<file path="src/rtl/pc_pkg.sv">
// Shared types and helpers for the fetch-PC block.
//   ST_*               : fetch FSM state encodings (BOOT, REQ, HALT)
//   pc_src_e           : which source supplies the next PC
//   align_step         : PC increment in bytes for a given instruction alignment
//   target_misaligned  : alignment check on the low bits of a redirect target
package pc_pkg;

  localparam int unsigned ST_W = 2;

  localparam logic [ST_W-1:0] ST_BOOT = 2'd0;
  localparam logic [ST_W-1:0] ST_REQ  = 2'd1;
  localparam logic [ST_W-1:0] ST_HALT = 2'd2;

  typedef enum logic [2:0] {
    SRC_HOLD  = 3'd0,
    SRC_PLUS  = 3'd1,
    SRC_PEND  = 3'd2,
    SRC_REDIR = 3'd3,
    SRC_TRAP  = 3'd4
  } pc_src_e;

  // Bytes per instruction step: 4 for 32-bit alignment, 2 for compressed.
  function automatic int unsigned align_step(input int unsigned ialign);
    return ialign / 8;
  endfunction

  // 16-bit alignment only requires bit 0 clear; 32-bit requires bits [1:0] clear.
  function automatic logic target_misaligned(input int unsigned ialign, input logic [1:0] low);
    if (ialign == 16) return low[0];
    return low != 2'b00;
  endfunction

endpackage

</file>
<file path="src/rtl/pc_fetch_unit_if.sv">
// Instruction-fetch bus between the fetch-PC block and imem / IF-ID register.
//   imem_req  : fetch request, address = pc
//   imem_gnt  : imem accepts the request this cycle
//   pc        : current fetch address
//   pc_plus   : pc + one instruction step
//   pc_valid  : request accepted this cycle
interface pc_fetch_unit_if #(
  parameter int unsigned XLEN = 32
);

  logic            imem_req;
  logic            imem_gnt;
  logic [XLEN-1:0] pc;
  logic [XLEN-1:0] pc_plus;
  logic            pc_valid;

  modport master (output imem_req, pc, pc_plus, pc_valid, input imem_gnt);
  modport slave  (input imem_req, pc, pc_plus, pc_valid, output imem_gnt);

endinterface

</file>
<file path="src/rtl/pc_next_sel.sv">
// Next-PC selection: pending-redirect buffer plus the priority mux
// trap > redirect > pending > hold > pc_plus.
//   update_en   : the PC register may change at this edge
//   latch_en    : a request is outstanding without grant; buffer incoming events
//   hold        : no fetch was accepted, keep the current PC as fallback
//   trap/trap_pc, redirect_ok/redirect_pc : redirect sources (redirect pre-qualified)
//   pc, pc_plus : current PC and its sequential successor
//   next_pc_c   : selected next PC (combinational)
module pc_next_sel
  import pc_pkg::*;
#(
  parameter int unsigned XLEN = 32
) (
  input  logic            clk,
  input  logic            rst,
  input  logic            update_en,
  input  logic            latch_en,
  input  logic            hold,
  input  logic            trap,
  input  logic [XLEN-1:0] trap_pc,
  input  logic            redirect_ok,
  input  logic [XLEN-1:0] redirect_pc,
  input  logic [XLEN-1:0] pc,
  input  logic [XLEN-1:0] pc_plus,
  output logic [XLEN-1:0] next_pc_c
);

  logic            pend_valid;
  logic            pend_trap;
  logic [XLEN-1:0] pend_pc;
  pc_src_e         src_c;

  // Pending buffer: a trap always overwrites, a redirect never displaces a buffered trap.
  always_ff @(posedge clk) begin
    if (rst) begin
      pend_valid <= 1'b0;
      pend_trap  <= 1'b0;
      pend_pc    <= '0;
    end else if (update_en) begin
      pend_valid <= 1'b0;
      pend_trap  <= 1'b0;
    end else if (latch_en) begin
      if (trap) begin
        pend_valid <= 1'b1;
        pend_trap  <= 1'b1;
        pend_pc    <= trap_pc;
      end else if (redirect_ok && !pend_trap) begin
        pend_valid <= 1'b1;
        pend_pc    <= redirect_pc;
      end
    end
  end

  // Source priority.
  always_comb begin
    src_c = SRC_PLUS;
    if (trap)             src_c = SRC_TRAP;
    else if (redirect_ok) src_c = SRC_REDIR;
    else if (pend_valid)  src_c = SRC_PEND;
    else if (hold)        src_c = SRC_HOLD;
  end

  always_comb begin
    next_pc_c = pc_plus;
    case (src_c)
      SRC_TRAP:  next_pc_c = trap_pc;
      SRC_REDIR: next_pc_c = redirect_pc;
      SRC_PEND:  next_pc_c = pend_pc;
      SRC_HOLD:  next_pc_c = pc;
      SRC_PLUS:  next_pc_c = pc_plus;
      default:   next_pc_c = pc_plus;
    endcase
  end

endmodule

</file>
<file path="src/rtl/pc_fetch_unit.sv">
// Fetch-PC unit: holds the fetch PC and issues it to imem over req/gnt, with stall,
// branch/trap redirect, halt, pending-redirect buffering, misaligned-target detection
// and an accepted-fetch counter.
//   clk, rst              : clock, synchronous active-high reset
//   stall, halt           : hazard hold / enter HALT once no request is ungranted
//   redirect, redirect_pc : branch/jump redirect from EX
//   trap, trap_pc         : exception/interrupt entry
//   misaligned            : one-cycle pulse for a misaligned redirect target
//   misaligned_pc         : last offending target
//   fetch_count           : accepted fetches, wrapping
//   bus                   : imem_req/imem_gnt handshake and pc/pc_plus/pc_valid
module pc_fetch_unit
  import pc_pkg::*;
#(
  parameter int unsigned     XLEN         = 32,
  parameter logic [XLEN-1:0] RESET_VECTOR = '0,
  parameter int unsigned     IALIGN       = 32,
  parameter int unsigned     CNT_W        = 32
) (
  input  logic              clk,
  input  logic              rst,
  input  logic              stall,
  input  logic              halt,
  input  logic              redirect,
  input  logic [XLEN-1:0]   redirect_pc,
  input  logic              trap,
  input  logic [XLEN-1:0]   trap_pc,
  output logic              misaligned,
  output logic [XLEN-1:0]   misaligned_pc,
  output logic [CNT_W-1:0]  fetch_count,
  pc_fetch_unit_if.master   bus
);

  localparam int unsigned STEP = align_step(IALIGN);

  logic [ST_W-1:0] state_q;
  logic [ST_W-1:0] state_d;
  logic [XLEN-1:0] pc_q;
  logic [XLEN-1:0] pc_plus_c;
  logic [XLEN-1:0] next_pc_c;
  logic            held_q;
  logic            req_c;
  logic            fire_c;
  logic            redir_bad_c;
  logic            redir_ok_c;
  logic            mis_evt_c;
  logic            update_en_c;
  logic            latch_en_c;

  assign pc_plus_c   = pc_q + XLEN'(STEP);
  // A held (ungranted) request ignores stall.
  assign req_c       = (state_q == ST_REQ) && (held_q || !stall);
  assign fire_c      = req_c && bus.imem_gnt;
  assign redir_bad_c = target_misaligned(IALIGN, redirect_pc[1:0]);
  assign redir_ok_c  = redirect && !redir_bad_c;
  // A trap in the same cycle takes precedence, so its redirect is simply dropped.
  assign mis_evt_c   = redirect && redir_bad_c && !trap && (state_q != ST_BOOT);
  // PC may move whenever no request is left ungranted (HALT never issues one).
  assign update_en_c = ((state_q == ST_REQ) && (!req_c || bus.imem_gnt)) || (state_q == ST_HALT);
  assign latch_en_c  = req_c && !bus.imem_gnt;

  assign bus.imem_req = req_c;
  assign bus.pc       = pc_q;
  assign bus.pc_plus  = pc_plus_c;
  assign bus.pc_valid = fire_c;

  pc_next_sel #(.XLEN(XLEN)) u_next_sel (
    .clk         (clk),
    .rst         (rst),
    .update_en   (update_en_c),
    .latch_en    (latch_en_c),
    .hold        (!req_c),
    .trap        (trap),
    .trap_pc     (trap_pc),
    .redirect_ok (redir_ok_c),
    .redirect_pc (redirect_pc),
    .pc          (pc_q),
    .pc_plus     (pc_plus_c),
    .next_pc_c   (next_pc_c)
  );

  // State register.
  always_ff @(posedge clk) begin
    if (rst) state_q <= ST_BOOT;
    else     state_q <= state_d;
  end

  // Next-state logic.
  always_comb begin
    state_d = state_q;
    case (state_q)
      ST_BOOT: state_d = ST_REQ;
      ST_REQ:  if (halt && !latch_en_c) state_d = ST_HALT;
      ST_HALT: if (trap || redir_ok_c) state_d = ST_REQ;
      default: state_d = ST_BOOT;
    endcase
  end

  // PC, handshake hold flag, misalignment report and fetch counter.
  always_ff @(posedge clk) begin
    if (rst) begin
      pc_q          <= RESET_VECTOR;
      held_q        <= 1'b0;
      misaligned    <= 1'b0;
      misaligned_pc <= '0;
      fetch_count   <= '0;
    end else begin
      held_q     <= latch_en_c;
      misaligned <= mis_evt_c;
      if (update_en_c) pc_q <= next_pc_c;
      if (mis_evt_c)   misaligned_pc <= redirect_pc;
      if (fire_c)      fetch_count <= fetch_count + CNT_W'(1);
    end
  end

endmodule
</file>
<file path="src/flat_wrapper.sv">
// flat-port wrapper written by rule: the top's interface ports become plain ports
module pc_fetch_unit_flat import pc_pkg::*;
#(
  parameter int unsigned     XLEN         = 32,
  parameter logic [XLEN-1:0] RESET_VECTOR = '0,
  parameter int unsigned     IALIGN       = 32,
  parameter int unsigned     CNT_W        = 32
)
  (clk, rst, stall, halt, redirect, redirect_pc, trap, trap_pc, misaligned, misaligned_pc, fetch_count, bus_imem_req, bus_pc, bus_pc_plus, bus_pc_valid, bus_imem_gnt);
  pc_fetch_unit_if #(.XLEN(XLEN)) bus_i ();
  input  logic clk;
  input  logic rst;
  input  logic stall;
  input  logic halt;
  input  logic redirect;
  input  logic [XLEN-1:0] redirect_pc;
  input  logic trap;
  input  logic [XLEN-1:0] trap_pc;
  output logic misaligned;
  output logic [XLEN-1:0] misaligned_pc;
  output logic [CNT_W-1:0] fetch_count;
  output wire logic [$bits(bus_i.imem_req)-1:0] bus_imem_req;
  output wire logic [$bits(bus_i.pc)-1:0] bus_pc;
  output wire logic [$bits(bus_i.pc_plus)-1:0] bus_pc_plus;
  output wire logic [$bits(bus_i.pc_valid)-1:0] bus_pc_valid;
  input wire logic [$bits(bus_i.imem_gnt)-1:0] bus_imem_gnt;
  assign bus_imem_req = bus_i.imem_req;
  assign bus_pc = bus_i.pc;
  assign bus_pc_plus = bus_i.pc_plus;
  assign bus_pc_valid = bus_i.pc_valid;
  assign bus_i.imem_gnt = bus_imem_gnt;
  pc_fetch_unit #(.XLEN(XLEN), .RESET_VECTOR(RESET_VECTOR), .IALIGN(IALIGN), .CNT_W(CNT_W)) u_core (.clk(clk), .rst(rst), .stall(stall), .halt(halt), .redirect(redirect), .redirect_pc(redirect_pc), .trap(trap), .trap_pc(trap_pc), .misaligned(misaligned), .misaligned_pc(misaligned_pc), .fetch_count(fetch_count), .bus(bus_i));
endmodule
</file>
<file path="config.mk">
export PLATFORM = sky130hd
export DESIGN_NAME = pc_fetch_unit_flat
export DESIGN_NICKNAME = d
export VERILOG_FILES = /design/src/rtl/pc_pkg.sv /design/src/rtl/pc_fetch_unit_if.sv /design/src/rtl/pc_next_sel.sv /design/src/rtl/pc_fetch_unit.sv /design/src/flat_wrapper.sv
export SDC_FILE = /design/constraint.sdc
export NUM_CORES = 1
export LEC_CHECK = 0
export ABC_AREA = 1
export BUFFER_PORTS_ARGS = -buffer_cell sky130_fd_sc_hd__buf_2
export CAP_MARGIN = 10
export CORE_ASPECT_RATIO = 1.1
export CORE_MARGIN = 2
export CORE_UTILIZATION = 54
export DETAILED_ROUTE_END_ITERATION = 12
export GPL_TIMING_DRIVEN = 0
export PLACE_DENSITY_LB_ADDON = 0.2
export SLEW_MARGIN = 20
export SYNTH_ARGS = -nofsm -noshare
export SYNTH_HDL_FRONTEND = slang
export SYNTH_HIERARCHICAL = 1
export SYNTH_SLANG_ARGS = --single-unit
</file>
<file path="constraint.sdc">
create_clock -name clk -period 1.9 [get_ports clk]
set_input_delay 0.19 -clock clk [delete_from_list [all_inputs] [get_ports clk]]
set_output_delay 0.19 -clock clk [all_outputs]
set_load 0.02 [all_outputs]
</file>
==> impl_metrics.toml <==
[critical_path]
r2r-start = "u_core/bus.pc[2]$_SDFFE_PP0P_"
arrival_ns = 2.01
crit_path_end_kind = "primary output"
critPathLaunch = "u_core/bus.pc[15]$_SDFFE_PP0P_"
crit_fanout = 6
path_class = "register to primary output"
worstPathRequired_ns = 1.71
startpoint_type = "register"

[logic_synthesis]
synth_seq_cells = 134
synth_nets = 1374
netlist_area_sq_um = 7921
avgSynthCellArea_sq_um = 6.089
ys_top_cells_by_area = "dfxtp_1 34%, nor2_1 13%, nand2_1 11%"
yosysSeqAreaShare = 0.3387
synthDistinctLibCells = 33
synth_top_cell_area_share = 0.3387
syn_inst = 1301
synth_warnings = 6
synth.largest_area_cell = "dfxtp_1"

[grt]
grt_pass1_wl_mm = 45.71
grt_max_degree = 17
gr-total-overflow = 0
grt_pass1_vias = 9123
grt_usage = 0.3689
antenna_found_initial = 2

[status]
violations = "setup timing"
status = "finished, violations left"

[pwr]
ir_worst_vdd_uv = 662.6
p_per_area_nw_per_um2 = 758.3
power_leakage_nw = 5.345

[clock_network]
cts_buffers = 17
cts_tree = "built"
clk_pin_slew_ns = 0.06
cts-htree-levels = 4
clk_latency_ns = 0.43
cts_root_buf = "clkbuf_16"
cts.sinks = 134
clock_path_buffers = 2
cts_hold_buf = 0

[timing]
setup_viol = 37
tightest_slew_ns = 0.5943
setup_tns_ns = -5.163
max_freq_mhz = 455.3
period_share = 1.156
clock_skew_ns = 0.008186
postLayoutSetupSlackWorst_ns = -0.2965
slew_headroom = 0.6038
finalCriticalPeriod_ns = 2.196
maxSlewViolCount = 0
final-hold-violation-count = 0
rsz0062_at_grt = "true"

[place]
io_buffers = 201
dpl.hpwl_mm = 20.14
place_ws_ns = -0.2327
gp_congestion = 0.9590

[route]
vias_per_cell = 5.769
vias = 10280
ant_nets = 0
wl_mm = 32.49
dr.pass1.iters = 6
wl_per_cell_um = 18.23
drt_iter0_markers = 1433
drcViolationCount = 0

[min_path]
hp-class = "input pin to register"
hp-start = "halt"

[floorplanning]
start_util = 0.5505
num_rows = 46
die_h_um = 131.0
coreArea_sq_um = 14390
dieArea_sq_um = 15650
die_w_um = 119.5
ios = 202

[final_layout]
multi_input_area_sq_um = 4972
final_nets = 1648
fillers = 1048
drive_above_1_share = 0.3115
regArea_sq_um = 2779
synthToLayoutAreaGrowth_pct = 40.99

[job]
cap_violations = 0
stage by stage:
step                      std cells  hold WS [ns]  instance area (sq um)  total power (W)  utilization
after CTS                      1763       0.05749                  10670         0.008133       0.7417
after global placement         1694        0.4288                   9255         0.004781       0.6432
after detailed placement       1694        0.4308                   9255         0.004804       0.6432
after global routing           1780       0.09350                  11160         0.008708       0.7758
final                          1782       0.07149                  11170         0.008468       0.7762
after floorplan                1301        0.2674                   8009         0.004230            -
cell families after synthesis:
family	Yosys count	synth area share
XOR/XNOR	25	0.02764
AND/OR/NAND/NOR	708	0.3864
AO/OA/AOI/OAI	191	0.1213
flip-flops	134	0.3387
adder cells (fa/ha/maj)	2	0.003159
buffers and inverters	241	0.1229
per-layer routing:
layer | wire length (um) | vias up | GRT usage
met5 | 0 | - | 0
met4 | 2284 | 0 | 0.2062
met3 | 3285 | 198 | 0.05469
met2 | 15210 | 812 | 0.6440
met1 | 11710 | 4583 | 0.4386
li1 | - | 4687 | -
synth_stat cells:
master and instances:
nor2_1 266, nand2_1 236, inv_1 158, dfxtp_1 134, nand3_1 127, a21oi_1 116
o21ai_0 71, nand4_1 38, clkbuf_1 28, buf_2 23, nor3_1 18, xor2_1 18
clkinv_1 9, buf_1 7, xnor2_1 7, buf_4 6, inv_2 6, nor2_4 6
nand3b_1 5, nand2_2 3, buf_6 2, clkbuf_2 2, ha_1 2, nand3_2 2
nor3_2 2, o21ai_1 2, and3_1 1, nand3_4 1, nor2_2 1, nor2b_1 1
nor3b_2 1, o21a_1 1, o21bai_1 1
state kept, by name (all words and copies together), names as in the netlist:
| signal | flops |
|---|---|
| u_core/misaligned | 1 |
| u_core/fetch_count | 32 |
| u_core/u_next_sel/pend_trap | 1 |
| u_core/bus.pc | 32 |
| u_core/u_next_sel/pend_pc | 32 |
| u_core/misaligned_pc | 32 |
| u_core/held_q | 1 |
| u_core/state_q | 2 |
| u_core/u_next_sel/pend_valid | 1 |
worst paths after layout:
path / slack [ns] / cells after the start / to
setup / recovery: -0.30 / 7 / bus_pc_plus[23]
hold / removal: 0.07 / 3 / u_core/state_q[1]$_SDFFE_PP0P_
setup reg to reg: -0.13 / 13 / u_core/bus.pc[16]$_SDFFE_PP0P_
hold reg to reg: 0.44 / 2 / u_core/misaligned_pc[1]$_SDFFE_PP0P_
repair_timing:
action                     in CTS  in global routing
hold endpoints to repair        0                  0
pin swaps                      43                 63
resized for setup             183                115
setup endpoints to repair      85                 86
buffers inserted               39                 17
worst max-delay path, stage by stage (launching register included):
cell and delay, ns:
dfxtp_4 0.40, inv_2 0.08, nor3_4 0.29, nand2_2 0.14
nor2_2 0.13, nand2_2 0.12, xor2_2 0.25, buf_6 0.16
power breakdown:
group | internal (W) | total, W | switching [W]
combinational | 0.000780 | 0.00215 | 0.00137
clock | 0.00185 | 0.00311 | 0.00127
sequential | 0.00299 | 0.00321 | 0.000220
layout by cell type (no fill, tap or decap), types with 9 or more instances in the layout:
cell       instances
a21oi_1          116
nand2_4           13
buf_2            196
dfxtp_1          105
dfxtp_4           24
nor3_1             9
nand2_2           25
clkinv_1           9
clkbuf_16         17
inv_2             12
inv_1            144
nand2_1          201
nor2_4            22
clkbuf_2           9
nand3_1          114
clkbuf_1          21
buf_6             33
nor2_1           242
nand3_2           11
buf_4             57
nor3_4            10
xor2_2            12
nor2_2             9
o21ai_0           71
nand4_1           38
final cells by class:
cell class,instances,share of cell area
clock buffers,22,0.04156
flip-flops and latches,134,0.2488
well taps,192,0.02151
multi-input cells,926,0.4452
plain buffers,68,0.03451
inverters,173,0.06016
repair buffers,255,0.1404
diodes,4,0.0008963
clock inverters,8,0.006946
(Power assumes the default switching activity.)
